===== src/rtl/mem_arb_pkg.sv =====
// -----------------------------------------------------------------------------
// mem_arb_pkg
// Shared definitions for the instruction/data memory port arbiter:
//   - arb_state_e : sequencing FSM states (IDLE / BUSY / RESP)
//   - arb_owner_e : which requester owns the in-flight transaction
//   - default widths and streak limit used by mem_port_arbiter
// -----------------------------------------------------------------------------
package mem_arb_pkg;

    localparam int DEF_ADDR_W       = 32;
    localparam int DEF_DATA_W       = 32;
    localparam int DEF_MAX_D_STREAK = 4;

    typedef enum logic [1:0] {
        IDLE = 2'b00,
        BUSY = 2'b01,
        RESP = 2'b10
    } arb_state_e;

    typedef enum logic {
        OWN_I = 1'b0,
        OWN_D = 1'b1
    } arb_owner_e;

endpackage : mem_arb_pkg


===== src/rtl/mem_arb_streak_cnt.sv =====
// -----------------------------------------------------------------------------
// mem_arb_streak_cnt
// Saturating counter of consecutive D grants taken while I was waiting.
// Clear has priority over increment; the count never exceeds MAX_COUNT.
// Ports:
//   i_clk      clock, rising edge
//   i_rst_n    asynchronous active-low reset
//   i_inc      count one more D grant
//   i_clr      return the count to zero
//   o_count    current count
//   o_at_limit count has reached MAX_COUNT
// -----------------------------------------------------------------------------
module mem_arb_streak_cnt
    import mem_arb_pkg::*;
#(
    parameter int MAX_COUNT = DEF_MAX_D_STREAK
) (
    input  logic                             i_clk,
    input  logic                             i_rst_n,
    input  logic                             i_inc,
    input  logic                             i_clr,
    output logic [$clog2(MAX_COUNT+1)-1:0]   o_count,
    output logic                             o_at_limit
);

    localparam int                 CNT_W = $clog2(MAX_COUNT + 1);
    localparam logic [CNT_W-1:0]   LIMIT = CNT_W'(MAX_COUNT);

    logic [CNT_W-1:0] r_count;

    // Streak count register: clear wins, increment saturates at LIMIT
    always_ff @(posedge i_clk or negedge i_rst_n) begin
        if (!i_rst_n) begin
            r_count <= {CNT_W{1'b0}};
        end else if (i_clr) begin
            r_count <= {CNT_W{1'b0}};
        end else if (i_inc && (r_count < LIMIT)) begin
            r_count <= r_count + CNT_W'(1);
        end else begin
            r_count <= r_count;
        end
    end

    assign o_count    = r_count;
    assign o_at_limit = (r_count >= LIMIT);

endmodule : mem_arb_streak_cnt


===== src/rtl/mem_port_arbiter.sv =====
// -----------------------------------------------------------------------------
// mem_port_arbiter
// Shares one variable-latency single-port memory between instruction fetch (I)
// and the MEM-stage data port (D). A request is granted only in IDLE, captured,
// driven to memory in BUSY until mem_ack_i, and completed with a one-cycle
// ready pulse in RESP. D wins by default; after MAX_D_STREAK consecutive D
// grants taken while I was waiting, I is granted.
// Ports:
//   clk_i, rst_i                 clock / asynchronous active-low reset
//   i_req_i, i_addr_i            fetch request (held until i_ready_o)
//   i_rdata_o, i_ready_o         fetched word and its completion pulse
//   d_req_i, d_we_i, d_addr_i,
//   d_wdata_i                    data request (held until d_ready_o)
//   d_rdata_o, d_ready_o         load data and its completion pulse
//   mem_req_o, mem_we_o,
//   mem_addr_o, mem_wdata_o      memory request side, held until mem_ack_i
//   mem_rdata_i, mem_ack_i       memory completion side
//   stall_o                      pipeline stall (only combinational output)
// -----------------------------------------------------------------------------
module mem_port_arbiter
    import mem_arb_pkg::*;
#(
    parameter int ADDR_W       = DEF_ADDR_W,
    parameter int DATA_W       = DEF_DATA_W,
    parameter int MAX_D_STREAK = DEF_MAX_D_STREAK
) (
    input  logic              clk_i,
    input  logic              rst_i,
    input  logic              i_req_i,
    input  logic [ADDR_W-1:0] i_addr_i,
    output logic [DATA_W-1:0] i_rdata_o,
    output logic              i_ready_o,
    input  logic              d_req_i,
    input  logic              d_we_i,
    input  logic [ADDR_W-1:0] d_addr_i,
    input  logic [DATA_W-1:0] d_wdata_i,
    output logic [DATA_W-1:0] d_rdata_o,
    output logic              d_ready_o,
    output logic              mem_req_o,
    output logic              mem_we_o,
    output logic [ADDR_W-1:0] mem_addr_o,
    output logic [DATA_W-1:0] mem_wdata_o,
    input  logic [DATA_W-1:0] mem_rdata_i,
    input  logic              mem_ack_i,
    output logic              stall_o
);

    localparam int STREAK_W = $clog2(MAX_D_STREAK + 1);

    arb_state_e           r_state;
    arb_state_e           w_state_nxt;
    arb_owner_e           r_owner;
    logic [ADDR_W-1:0]    r_addr;
    logic [DATA_W-1:0]    r_wdata;
    logic                 r_mem_req;
    logic                 r_mem_we;
    logic                 r_i_ready;
    logic                 r_d_ready;
    logic [DATA_W-1:0]    r_i_rdata;
    logic [DATA_W-1:0]    r_d_rdata;

    logic                 w_grant_d;
    logic                 w_grant_i;
    logic                 w_streak_inc;
    logic                 w_streak_clr;
    logic                 w_at_limit;
    logic [STREAK_W-1:0]  w_streak;

    logic                 w_load;
    logic                 w_mem_req_nxt;
    logic                 w_mem_we_nxt;
    logic                 w_i_ready_nxt;
    logic                 w_d_ready_nxt;
    logic                 w_i_cap;
    logic                 w_d_cap;

    // Grant decision, meaningful only while IDLE: D unless I has waited too long
    always_comb begin
        w_grant_d = 1'b0;
        w_grant_i = 1'b0;
        if (r_state == IDLE) begin
            w_grant_d = d_req_i & (~i_req_i | ~w_at_limit);
            w_grant_i = i_req_i & ~w_grant_d;
        end else begin
            w_grant_d = 1'b0;
            w_grant_i = 1'b0;
        end
    end

    // Streak bookkeeping: count D grants that made I wait, clear once I is not waiting
    assign w_streak_inc = w_grant_d & i_req_i;
    assign w_streak_clr = (r_state == IDLE) & (w_grant_i | ~i_req_i);

    mem_arb_streak_cnt #(
        .MAX_COUNT (MAX_D_STREAK)
    ) u_streak_cnt (
        .i_clk      (clk_i),
        .i_rst_n    (rst_i),
        .i_inc      (w_streak_inc),
        .i_clr      (w_streak_clr),
        .o_count    (w_streak),
        .o_at_limit (w_at_limit)
    );

    // FSM state register
    always_ff @(posedge clk_i or negedge rst_i) begin
        if (!rst_i) begin
            r_state <= IDLE;
        end else begin
            r_state <= w_state_nxt;
        end
    end

    // FSM next-state logic
    always_comb begin
        w_state_nxt = r_state;
        case (r_state)
            IDLE: begin
                if (w_grant_d || w_grant_i) begin
                    w_state_nxt = BUSY;
                end else begin
                    w_state_nxt = IDLE;
                end
            end
            BUSY: begin
                if (mem_ack_i) begin
                    w_state_nxt = RESP;
                end else begin
                    w_state_nxt = BUSY;
                end
            end
            RESP:    w_state_nxt = IDLE;
            default: w_state_nxt = IDLE;
        endcase
    end

    // FSM output logic: next values of the registered outputs and capture strobes
    always_comb begin
        w_load        = 1'b0;
        w_mem_req_nxt = 1'b0;
        w_mem_we_nxt  = 1'b0;
        w_i_ready_nxt = 1'b0;
        w_d_ready_nxt = 1'b0;
        w_i_cap       = 1'b0;
        w_d_cap       = 1'b0;
        case (r_state)
            IDLE: begin
                if (w_grant_d || w_grant_i) begin
                    w_load        = 1'b1;
                    w_mem_req_nxt = 1'b1;
                    w_mem_we_nxt  = w_grant_d & d_we_i;
                end else begin
                    w_load        = 1'b0;
                    w_mem_req_nxt = 1'b0;
                end
            end
            BUSY: begin
                if (mem_ack_i) begin
                    w_i_ready_nxt = (r_owner == OWN_I);
                    w_d_ready_nxt = (r_owner == OWN_D);
                    w_i_cap       = (r_owner == OWN_I);
                    // stores leave the D read-data register untouched
                    w_d_cap       = (r_owner == OWN_D) & ~r_mem_we;
                end else begin
                    w_mem_req_nxt = 1'b1;
                    w_mem_we_nxt  = r_mem_we;
                end
            end
            RESP: begin
                w_mem_req_nxt = 1'b0;
            end
            default: begin
                w_mem_req_nxt = 1'b0;
            end
        endcase
    end

    // Request capture: owner, address and write data frozen for the whole BUSY phase
    always_ff @(posedge clk_i or negedge rst_i) begin
        if (!rst_i) begin
            r_owner <= OWN_I;
            r_addr  <= {ADDR_W{1'b0}};
            r_wdata <= {DATA_W{1'b0}};
        end else if (w_load) begin
            r_owner <= w_grant_d ? OWN_D : OWN_I;
            r_addr  <= w_grant_d ? d_addr_i : i_addr_i;
            r_wdata <= w_grant_d ? d_wdata_i : {DATA_W{1'b0}};
        end else begin
            r_owner <= r_owner;
            r_addr  <= r_addr;
            r_wdata <= r_wdata;
        end
    end

    // Registered handshake outputs toward memory and requesters
    always_ff @(posedge clk_i or negedge rst_i) begin
        if (!rst_i) begin
            r_mem_req <= 1'b0;
            r_mem_we  <= 1'b0;
            r_i_ready <= 1'b0;
            r_d_ready <= 1'b0;
        end else begin
            r_mem_req <= w_mem_req_nxt;
            r_mem_we  <= w_mem_we_nxt;
            r_i_ready <= w_i_ready_nxt;
            r_d_ready <= w_d_ready_nxt;
        end
    end

    // Read-data holding registers, each updated only by its own port's completion
    always_ff @(posedge clk_i or negedge rst_i) begin
        if (!rst_i) begin
            r_i_rdata <= {DATA_W{1'b0}};
            r_d_rdata <= {DATA_W{1'b0}};
        end else begin
            r_i_rdata <= w_i_cap ? mem_rdata_i : r_i_rdata;
            r_d_rdata <= w_d_cap ? mem_rdata_i : r_d_rdata;
        end
    end

    assign mem_req_o   = r_mem_req;
    assign mem_we_o    = r_mem_we;
    assign mem_addr_o  = r_addr;
    assign mem_wdata_o = r_wdata;
    assign i_ready_o   = r_i_ready;
    assign d_ready_o   = r_d_ready;
    assign i_rdata_o   = r_i_rdata;
    assign d_rdata_o   = r_d_rdata;

    assign stall_o = (i_req_i & ~r_i_ready) | (d_req_i & ~r_d_ready);

endmodule : mem_port_arbiter


===== config.mk =====
export PLATFORM = sky130hd
export DESIGN_NAME = mem_port_arbiter
export DESIGN_NICKNAME = d
export VERILOG_FILES = /design/src/rtl/mem_arb_pkg.sv /design/src/rtl/mem_arb_streak_cnt.sv /design/src/rtl/mem_port_arbiter.sv
export SDC_FILE = /design/constraint.sdc
export NUM_CORES = 1
export LEC_CHECK = 0
export ABC_AREA = 1
export CORE_AREA = 2 2 131 133
export CTS_CLUSTER_DIAMETER = 60
export DETAILED_ROUTE_END_ITERATION = 7
export DIE_AREA = 0 0 133 135
export PLACE_DENSITY_LB_ADDON = 0.12
export SLEW_MARGIN = 20
export SYNTH_ARGS = -nofsm -noshare
export SYNTH_HDL_FRONTEND = slang
export SYNTH_HIERARCHICAL = 1
export SYNTH_SLANG_ARGS = --single-unit

===== constraint.sdc =====
create_clock -name clk_i -period 1.8 [get_ports clk_i]
set_clock_uncertainty 0.2 [all_clocks]
set_input_delay 0.36 -clock clk_i [delete_from_list [all_inputs] [get_ports clk_i]]
set_output_delay 0.36 -clock clk_i [all_outputs]
set_load 0.03 [all_outputs]

======== Word-level counts from Yosys, hierarchy flattened ========
Index checks and enable logic that the tools add are counted.
operators by class
  add/sub/neg operators ................... 1
  reduce and logical (&&, ||, !) cells .... 4
  order comparisons ....................... 2
  bitwise logic cells ..................... 18
  equality and inequality tests ........... 2
  multiplexer cells ....................... 23
operator list
  kind                   count
  $mux W32               2
  $mux W1                15
  $and A1 B1 Y1          8
  $not A1 Y1             7
  $mux W3                2
  $pmux W1 S2            2
  $pmux W2 S2            1
  $add A3 B1 Y3 const B  1
  $ge A3 B3 Y1 const B   1
  $lt A3 B3 Y1 const B   1
  $or A1 B1 Y1           3
  $eq A2 B1 Y1 const B   1
  $logic_not A2 Y1       1
  $mux W2                1
  $ne A2 B2 Y1 const B   1
  $reduce_bool A2 Y1     1
  $logic_and A1 B1 Y1    1
  $logic_or A1 B1 Y1     1
storage, ports and cells
  input port bits ......................... 134
  output and inout bits ................... 133
  logic and storage cells ................. 61
  register bits after elaboration ......... 138

======== Depth between registers and ports, before layout ========
Gate-level depths: netlist (run 1).
  depth after elaboration ................. 10
  depth in mapped cells ................... 9
  depth with buffers taken out ............ 7

======== By module ========
The synthesis (run 1) kept the hierarchy.
modules (own cells, without submodules)
  module              area an instance (µm²)  cells an instance  instances  seq. area each (µm²)
  mem_port_arbiter    5992.0                  697                1          3353.2
  mem_arb_streak_cnt  168.9                   21                 1          75.1

======== Worst setup path before layout (run 1) ========
OpenSTA, ideal clock, no wires.
  path kind ............................... input to output
  start ................................... input i_req_i
  end ..................................... output stall_o
  data arrival time ....................... 1.374 ns
  setup slack ............................. -0.134 ns
  buffers on the path ..................... 2
  stages on the path ...................... 4
  data required time ...................... 1.240 ns
  cell sequence ........................... buf_2 -> clkbuf_1 -> inv_1 -> o22ai_1
between the ends
  cells in the longest elaborated chain, start to end .. 2
ends and longest elaborated chain
  item                line                     text
  start: declaration  mem_port_arbiter.sv:29   input logic i_req_i,
  $and A1 B1 Y1       mem_port_arbiter.sv:230  assign stall_o = (i_req_i & ~r_i_ready) | (d_req_i & ~r_d_ready);
  $or A1 B1 Y1        mem_port_arbiter.sv:230
  end: declaration    mem_port_arbiter.sv:45   output logic stall_o
No other way between the ends.

======== Worst setup path in the final report (run 1) ========
  start ................................... register r_d_ready (netlist: d_ready_o)
  end ..................................... output d_ready_o
RTL lines
  item                      line                     text
  start: declaration        mem_port_arbiter.sv:58   logic r_d_ready;
  start signal: assignment  mem_port_arbiter.sv:206  r_d_ready <= w_d_ready_nxt;
  end: declaration          mem_port_arbiter.sv:38   output logic d_ready_o,
No word-level cell between the ends.

==> metrics.sh, run 1 <==
STATUS='completed'
WORST_SLACK_NS=0.0439
FILLER_CELL_COUNT=1515
GRT_OVERFLOW=0
TIGHTEST_SLEW_NS=0.372
DRT.ANTENNA.VIOLATING_NETS=0
NETLIST_CELL_TYPES=26
DRC=0
ANTENNA-DIODE-COUNT=0
WORST_SETUP_PATH_STARTPOINT='d_ready_o$_DFF_PN0_'
WORST-PATH-STAGES=1
SYNTH_SEQ_AREA_SHARE=0.556
MAX_FREQ_MHz=569
CRITICAL_PATH.ENDPOINT='d_ready_o'
FINAL_HPWL_FROM_DETAILED_PLACEMENT_UM=12900
HOLDCRITPATHCLASS='in -> async'
CLK_PIN_SLEW_NS=0.06
LAYOUT-AREA-OVERHEAD-VS-SYNTH_PCT=56.3
RSZ0062_AT_GRT='no'
POWER_SWITCHING_mW=7.78
SETUP_VIOL=0
ROUTE.FINAL.WIRE_LENGTH_UM=18000
INITIAL_CORE_UTIL=0.376
LAYOUT_COMMON_CELLS='235 x sky130_fd_sc_hd__nand2_1, 137 x sky130_fd_sc_hd__dfrtp_1, 130 x sky130_fd_sc_hd__clkdlybuf4s50_1, 112 x sky130_fd_sc_hd__dlygate4sd2_1, 101 x sky130_fd_sc_hd__nand3_1'
PATH_CELLS='clkdlybuf4s15_1'
DRT_ITER0_MARKERS=324
TOP_LEVEL_PORTS=267
CP_ARRIVAL_NS=1.20
RR_WORST_DEPTH=6
BIGGEST_CELL_DELAY_ALONG_THE_CRITICAL_PATH_NS=0.40
VIAS_IN_THE_FIRST_GLOBAL_ROUTE=5565
LAYOUT_COMMONEST_CELL='sky130_fd_sc_hd__nand2_1'
CRITICAL_PATH.N_BUFFERS_INVERTERS=1
ROUTED_VIA_DENSITY=4.64
DIE_W_UM=133
LAYOUT.NETS=1122
CLOCK_TREE.HTREE_LEVEL_COUNT=4
POST-PLACE-WS_NS=-0.0902
NUM_ROWS=47
WIRE_PER_INST_UM=14.7
CTS.SINK_COUNT=137
SWITCHING_SHARE=0.450
SHARE_OF_POWER_BURNED_IN_COMBINATIONAL_LOGIC=0.492
DRIVE_GT1_FRAC=0.104
GRT_MAX_DEGREE=55
PATH_DELAY_FAMILY='flip-flops'
DIE_FOOTPRINT_UM2=18000
TIMING.SETUP.CRITICAL_PATH_CLASS='reg -> out'
INITIAL_ANTENNA_VIOLATION_COUNT=0
SLOWEST_STAGE_CELL_CRIT_PATH='sky130_fd_sc_hd__dfrtp_1'
WORST_SETUP_PATH_END_KIND='output port'
DETAILROUTE.VIA_COUNT=5659
SEQUENTIALPOWERSHARE=0.304
START_KIND='flip-flop'
VDD_IR_DROP_MAX_mV=0.905
SYNTHESIS.NETS=854
MULTI_INPUT_COMB_AREA_UM2=2130
DRV_SLEW=0
GRT_UTIL_ALL_LAYERS=0.205
SLEW_HEADROOM=0.753
TRITONCTS.NUM_BUFFERS=17
SYNTHESIS.INSTANCES=718
CRIT-REG2REG-CAPTURE='i_rdata_o[0]$_DFFE_PN0P_'
CRITPATHMAXFANOUT=2
NETLIST_AREA_UM2=6160
POST_SYNTH.CELL_AREA_AVG_UM2=8.58
FLOORPLAN.DIE.HEIGHT_UM=135
FINAL.MIN_CLOCK_PERIOD_NS=1.76
YOSYSWARNINGCOUNT=6
MAX-CAP-VIOLATIONS=0
GP_CONGESTION=0.799
CELLINTERNALPOWER_mW=9.51
PWR-SHARE-CLK=0.205
R2R_SETUP_SLACK_NS=0.22
HOLD_VIOL=0
IO_BUFFER_COUNT=266
DP_CELLS=1186
POWER_mW=17.3
CTS.PATH.MAX_BUFFERS=2
WORST_SKEW_PAIR.LATE_LATENCY_NS=0.41
CTS_TREE='yes'
FLIP_FLOP_AND_LATCH_COUNT_AFTER_SYNTHESIS=137
CTS-ROOT-BUF='sky130_fd_sc_hd__clkbuf_16'
FINISH.UTILIZATION=0.587
POWER_DENSITY_nW_PER_UM2=1800
DETAIL_ROUTE.FIRST_PASS.ITERATIONS=4
WIRE_LENGTH_OF_THE_FIRST_GLOBAL_ROUTING_PASS_UM=29200
CRITICAL_PATH_REQUIRED_NS=1.24
TOTAL_LEAKAGE_POWER_nW=5.10
FINAL.PERIOD_UTILIZATION=0.976
CORE_AREA_UM2=16400
FINAL_CELL_COUNT_NO_FILL=1219
FF_LATCH_AREA_UM2=3430
REGTOREGSTARTPOINT='r_state[0]$_DFF_PN0_'
-- repair_timing --
action	CTS	global route
buffers inserted	0	0
setup endpoints to repair	132	19
hold buffers	1	0
endpoints found under the hold margin	137	0
pin swaps	1	0
gates resized for setup	138	21
-- worst min-delay path by stage --
stage,slack (ns),endpoint,startpoint,cells past startpoint
after floorplan,-0.14,d_rdata_o[0]$_DFFE_PN0P_,rst_i,0
after global routing,0.23,mem_addr_o[31]$_DFFE_PN0P_,rst_i,2
after detailed placement,0.08,mem_addr_o[31]$_DFFE_PN0P_,rst_i,1
after global placement,0.08,mem_addr_o[31]$_DFFE_PN0P_,rst_i,1
final,0.20,d_rdata_o[25]$_DFFE_PN0P_,rst_i,2
after CTS,0.20,d_rdata_o[25]$_DFFE_PN0P_,rst_i,2
-- logic make-up after synthesis --
| logic type | after synthesis | synth area share |
|---|---|---|
| buffers and inverters | 132 | 0.0991 |
| adder cells (fa/ha/maj) | 2 | 0.00406 |
| AND/OR/NAND/NOR | 379 | 0.272 |
| AO/OA/AOI/OAI | 68 | 0.0680 |
| flip-flops | 137 | 0.556 |
-- state kept, by name (all words and copies together) (netlist names) --
name / cells
i_ready_o: 1
i_rdata_o: 32
d_ready_o: 1
mem_we_o: 1
u_streak_cnt/o_count: 3
r_owner: 1
r_state: 2
mem_wdata_o: 32
mem_addr_o: 32
d_rdata_o: 32
-- layout make-up --
| cell class | count | area share |
|---|---|---|
| Inverter | 80 | 0.0312 |
| Multi-Input combinational cell | 449 | 0.221 |
| Sequential cell | 137 | 0.356 |
| Timing Repair Buffer | 301 | 0.300 |
| Tap cell | 220 | 0.0286 |
| Clock inverter | 14 | 0.0166 |
| Clock buffer | 18 | 0.0456 |
-- per-layer routing --
layer  up-vias  track usage  part of all wire
met5         -            0                 0
met4         0       0.0711             0.016
met3        21       0.0724             0.088
met2       194        0.317              0.46
met1      2617        0.269              0.43
li1       2827            -                 -
-- stage by stage --
stage / hold slack, ns / area (µm²) / TNS [ns]
6_report: 0.204 / 9630 / 0
5_1_grt: 0.228 / 9630 / 0
4_1_cts: 0.204 / 9630 / 0
3_5_place_dp: 0.0814 / 9170 / -3.73
3_3_place_gp: 0.0821 / 9170 / -2.19
2_1_floorplan: -0.136 / 6170 / 0
-- power groups by stage --
stage / clock network, mW / registers, mW / logic, mW
after floorplan: 0 / 8.01 / 2.75
after global placement: 0 / 5.30 / 9.48
after detailed placement: 0 / 5.33 / 9.54
after CTS: 3.63 / 5.26 / 8.60
after global routing: 3.77 / 5.44 / 9.21
final: 3.54 / 5.25 / 8.50
-- cells in the mapped netlist --
cell type | instances | area (µm²)
sky130_fd_sc_hd__a21oi_1 | 1 | 5.00
sky130_fd_sc_hd__buf_2 | 25 | 125
sky130_fd_sc_hd__buf_4 | 5 | 37.5
sky130_fd_sc_hd__buf_6 | 3 | 33.8
sky130_fd_sc_hd__buf_8 | 1 | 15.0
sky130_fd_sc_hd__clkbuf_1 | 14 | 52.6
sky130_fd_sc_hd__clkbuf_2 | 1 | 5.00
sky130_fd_sc_hd__clkbuf_8 | 3 | 41.3
sky130_fd_sc_hd__dfrtp_1 | 137 | 3430
sky130_fd_sc_hd__ha_1 | 2 | 25.0
sky130_fd_sc_hd__inv_1 | 78 | 293
sky130_fd_sc_hd__inv_2 | 2 | 7.51
sky130_fd_sc_hd__nand2_1 | 236 | 886
sky130_fd_sc_hd__nand2_2 | 1 | 6.26
sky130_fd_sc_hd__nand3_1 | 101 | 505
sky130_fd_sc_hd__nand3_2 | 1 | 10.0
sky130_fd_sc_hd__nand3_4 | 2 | 35.0
sky130_fd_sc_hd__nand4_1 | 32 | 200
sky130_fd_sc_hd__nor2_1 | 3 | 11.3
sky130_fd_sc_hd__nor2_2 | 2 | 12.5
sky130_fd_sc_hd__nor2_4 | 1 | 11.3
sky130_fd_sc_hd__o211ai_1 | 1 | 7.51
sky130_fd_sc_hd__o21ai_0 | 10 | 50.1
sky130_fd_sc_hd__o21ai_1 | 35 | 175
sky130_fd_sc_hd__o21ai_2 | 20 | 175
sky130_fd_sc_hd__o22ai_1 | 1 | 6.26
No activity file was read; power rests on OpenSTA's default activity.
==> run 2, diff against run 1 <==
Settings changed: REMOVE_ABC_BUFFERS set to 1.
==> run 2 against run 1 <==
Sequential power is essentially flat. Routed wire length rose by 1.8%. Count of clock-buffer cells in the layout increased by 1. Register-to-register slack worse by 0.07 ns. Non-clock buffer count up 7. Global-route usage increased by 0.22 points. Via count is 2.1% higher. Clock power hardly changed. Combinational power is 1% higher. Core utilization grew 0.50 points. Total power up 0.75%. Die area is the same. Critical path type unchanged. Highest routed layer unchanged.
==> metrics.sh, run 2 (synthesis gave the netlist of run 1 again) <==
CP_ARRIVAL_NS=1.19  # about the same
WIRE_PER_INST_UM=14.9  # +1.2%
DIE_FOOTPRINT_UM2=18000  # unchanged
DRV_SLEW=0  # unchanged
CTS_TREE='yes'
CORE_AREA_UM2=16400  # unchanged
CLOCK_TREE.HTREE_LEVEL_COUNT=4  # unchanged
LAYOUT_COMMONEST_CELL='sky130_fd_sc_hd__nand2_1'
WIRE_LENGTH_OF_THE_FIRST_GLOBAL_ROUTING_PASS_UM=29500  # +1.2%
INITIAL_CORE_UTIL=0.376  # unchanged
DRT.ANTENNA.VIOLATING_NETS=0  # unchanged
TIGHTEST_SLEW_NS=0.439  # +0.0663 ns
CRITPATHMAXFANOUT=2  # unchanged
TRITONCTS.NUM_BUFFERS=17  # unchanged
BIGGEST_CELL_DELAY_ALONG_THE_CRITICAL_PATH_NS=0.44  # +0.04 ns
MAX-CAP-VIOLATIONS=0  # unchanged
LAYOUT.NETS=1129  # +0.62%
LAYOUT-AREA-OVERHEAD-VS-SYNTH_PCT=57.6
GRT_UTIL_ALL_LAYERS=0.207  # +0.00222
CTS.SINK_COUNT=137  # unchanged
STATUS='completed'
DETAILROUTE.VIA_COUNT=5779  # +2.1%
DIE_W_UM=133  # unchanged
PLACED_AREA_UM2=9240  # +0.70%
VIAS_IN_THE_FIRST_GLOBAL_ROUTE=5545  # -0.36%
LAYOUT.CELL_AREA.NON_FILLER_UM2=9710  # +0.84%
GRT_MAX_DEGREE=65  # +18%
HOLD_VIOL=0  # unchanged
CRITICAL_PATH.N_BUFFERS_INVERTERS=1  # unchanged
ROUTED_VIA_DENSITY=4.71  # +1.5%
PATH_CELLS='dlygate4sd2_1'
DRT_ITER0_MARKERS=328  # +1.2%
VDD_IR_DROP_MAX_mV=1.08  # +19%
TOP_LEVEL_PORTS=267  # unchanged
INITIAL_ANTENNA_VIOLATION_COUNT=0  # unchanged
SLOWEST_STAGE_CELL_CRIT_PATH='sky130_fd_sc_hd__dlygate4sd2_1'
FINAL.PERIOD_UTILIZATION=0.973  # -0.00298
DETAIL_ROUTE.FIRST_PASS.ITERATIONS=5  # +1
ANTENNA-DIODE-COUNT=0  # unchanged
FINAL.MIN_CLOCK_PERIOD_NS=1.75  # -0.00537 ns
PATH_DELAY_FAMILY='buffers and inverters'
TOTAL_LEAKAGE_POWER_nW=5.16  # +1.1%
DRC=0  # unchanged
START_KIND='flip-flop'
FLOORPLAN.DIE.HEIGHT_UM=135  # unchanged
DRIVE_GT1_FRAC=0.106  # +0.00226
POWER_DENSITY_nW_PER_UM2=1790  # about the same
CTS-ROOT-BUF='sky130_fd_sc_hd__clkbuf_16'
IO_BUFFER_COUNT=266  # unchanged
NUM_ROWS=47  # unchanged
WORST_SKEW_PAIR.LATE_LATENCY_NS=0.40  # about the same
FINAL_HPWL_FROM_DETAILED_PLACEMENT_UM=13100  # +0.90%
FILLER_CELL_COUNT=1496  # -1.3%
MAX_FREQ_MHz=571  # +0.31%
CTS.PATH.MAX_BUFFERS=2  # unchanged
TIMING.SETUP.CRITICAL_PATH_CLASS='reg -> out'
SETUP_VIOL=0  # unchanged
GP_CONGESTION=0.830  # +4.0%
WORST_SETUP_PATH_END_KIND='output port'
CRITICAL_PATH_REQUIRED_NS=1.24  # about the same
HOLDCRITPATHCLASS='in -> async'
CLK_PIN_SLEW_NS=0.06  # about the same
SLEW_HEADROOM=0.708  # -0.0452
RSZ0062_AT_GRT='no'
GRT_OVERFLOW=0  # unchanged
LAYOUT_COMMON_CELLS='235 x sky130_fd_sc_hd__nand2_1, 137 x sky130_fd_sc_hd__dfrtp_1, 130 x sky130_fd_sc_hd__clkdlybuf4s50_1, 118 x sky130_fd_sc_hd__dlygate4sd2_1, 101 x sky130_fd_sc_hd__nand3_1'
FINISH.UTILIZATION=0.592  # +0.00496
ROUTE.FINAL.WIRE_LENGTH_UM=18300  # +1.8%
-- run 2: cell type report --
class	count	area (µm²)	area share
multi-input cells	449	2120	0.219
clock buffers	19	443	0.0456
repair buffers	308	2970	0.306
inverters	80	300	0.0309
clock inverters	13	168	0.0173
flip-flops and latches	137	3430	0.353
well taps	220	275	0.0284
-- run 2: report_power, final --
group	internal (mW)	total, mW	switching [mW]
registers	4.50	5.24	0.739
logic	2.97	8.62	5.65
clock network	2.23	3.56	1.33
total	9.70	17.4	7.72
-- run 2: path summary, 6_finish.rpt --
kind                                       startpoint                          end  cells past startpoint  slack, ns
setup / recovery           mem_addr_o[27]$_DFFE_PN0P_               mem_addr_o[27]                      1       0.05
min in group clk_i          i_rdata_o[10]$_DFFE_PN0P_    i_rdata_o[10]$_DFFE_PN0P_                      2       0.27
setup reg to reg                 r_state[1]$_DFF_PN0_   mem_addr_o[24]$_DFFE_PN0P_                      6       0.15
hold / removal                                  rst_i  mem_wdata_o[10]$_DFFE_PN0P_                      2       0.26
hold reg to reg             i_rdata_o[10]$_DFFE_PN0P_    i_rdata_o[10]$_DFFE_PN0P_                      2       0.27
max in group asynchronous                       rst_i    i_rdata_o[20]$_DFFE_PN0P_                      3       0.57
-- run 2: repair_timing --
item,CTS,global route
endpoints found under the hold margin,34,0
cloned,0,0
hold buffers,1,0
endpoints found under the setup margin,132,15
setup buffers,1,0
gates resized for setup,134,16
pin swaps,0,0
-- run 2: metrics by stage --
step                      power [mW]  std cells  worst slack (ns)  hold WS (ns)  setup TNS, ns
after floorplan                 10.4        666             -1.61        -0.136        -112.83
after global placement          14.9       1192            -0.167         0.125         -12.20
after detailed placement        15.0       1192            -0.197         0.120         -13.78
after CTS                       17.6       1226           0.00471         0.247              0
after global routing            18.6       1226          0.000258         0.275              0
final                           17.4       1226            0.0492         0.256              0
-- run 2: routing by layer --
layer,vias to the layer above,routed length (µm),global-route usage
li1,2847,-,-
met1,2667,7940,0.271
met2,246,8220,0.317
met3,19,1900,0.0830
met4,0,229,0.0657
met5,-,0,0
==> RTL edit: new RTL, settings of run 1 <==
Change the package constant `DEF_MAX_D_STREAK` from 4 to 2.
--- a/src/rtl/mem_arb_pkg.sv
+++ b/src/rtl/mem_arb_pkg.sv
@@ -11,3 +11,3 @@
     localparam int DEF_DATA_W       = 32;
-    localparam int DEF_MAX_D_STREAK = 4;
+    localparam int DEF_MAX_D_STREAK = 2;
 
Behaviour: not the same (Yosys sat finds a counterexample within 10 cycles, from zero or initial values and one cycle with rst_i low).
==> RTL edit against run 1 <==
The run now ends with setup timing left; critical endpoint is now mem_addr_o[13]$_DFFE_PN0P_; largest cell class unchanged; synthesized cell count shrank 0.97%; register-to-register slack got worse by 0.24 ns; sequential cell count down 1; setup slack got worse by 0.064 ns; via count increased by 2.7%; total power grew 6.0%; utilization grew 4.3 points; area after synthesis down 0.87%; design area increased by 7.4%; routed wire length is 7.5% higher; global-route usage is 0.092 points higher.
==> RTL edit: results (changes against run 1) <==
outcome = complete, but fails checks
failing checks = setup timing
routing usage on met3 = 7.62% (+0.38 points)
top cells by count, synth = nand2_1, dfrtp_1, nand3_1
largest net degree at the start of global routing = 45 (-18%)
layout cell share with drive strength beyond 1 = 18.4% (+7.9 points)
register area = 3400 sq um (-0.73%)
clk cell area share = 5.80% (-0.43 points)
setup repair bufs after CTS = 1 (+1)
first-pass GRT wire length = 29200 um (about the same)
worst-case reg-to-reg path depth = 8 (+2)
detailed-route via count = 5812 (+2.7%)
Final Wtd Congestion = 0.797 (-0.19%)
Compound-Gate Fraction of Synth Area = 6.95% (+0.14 points)
Logic pwr share = 52.5% (+3.3 points)
met1 usage = 25.2% (-1.7 points)
HPWL after detailed placement = 13300 um (+2.8%)
final setup fails = 29 (+29)
DP Worst Slack = -0.219 ns (-0.129 ns)
non-clock buffer share of cell area = 32.9% (+2.8 points)
met3 WL post-DR = 1480 um (-6.3%)
Final Worst Setup Slack = -0.0199 ns (-0.0637 ns)
Buffers excl. clock = 331 (+10%)
Slew Limit Headroom = 74.8% (-0.50 points)
GRT Util Overall = 20.6% (+0.092 points)
initial DRC count = 230 (-29%)
Seq/Total Area, Yosys = 55.7% (+0.080 points)
synth top area cells = dfrtp_1, nand2_1, nand3_1
Routed WL = 19300 um (+7.5%)
==> RTL edit: cell count changes in the layout (fill, tap and decap cells not counted), sizes merged, moves of 2 or more <==
cell         before  now
clkbuf           22   28
dlygate4sd2     112  114
buf              37   58
clkinv            6    4
nand2           237  235
nand3           104  102
clkinvlp          1    3
==> RTL edit: per-stage QoR <==
step	std cells	TNS (ns)	hold slack, ns	instance area (sq um)
finish	1244	-0.206	0.211	10300
global route	1244	-3.32	0.228	10300
CTS	1224	0	0.221	9720
detailed placement	1189	-13.64	0.0926	9240
global placement	1189	-12.30	0.0905	9240
floorplan	711	0	-0.136	6110
==> RTL edit: power by group through the flow <==
stage / clock [W] / combinational, W / sequential [W]
final: 0.00352 / 0.00963 / 0.00517
after detailed placement: 0 / 0.00962 / 0.00521
after floorplan: 0 / 0.00288 / 0.00778
after CTS: 0.00361 / 0.00877 / 0.00513
after global placement: 0 / 0.00954 / 0.00520
after global routing: 0.00373 / 0.0104 / 0.00535
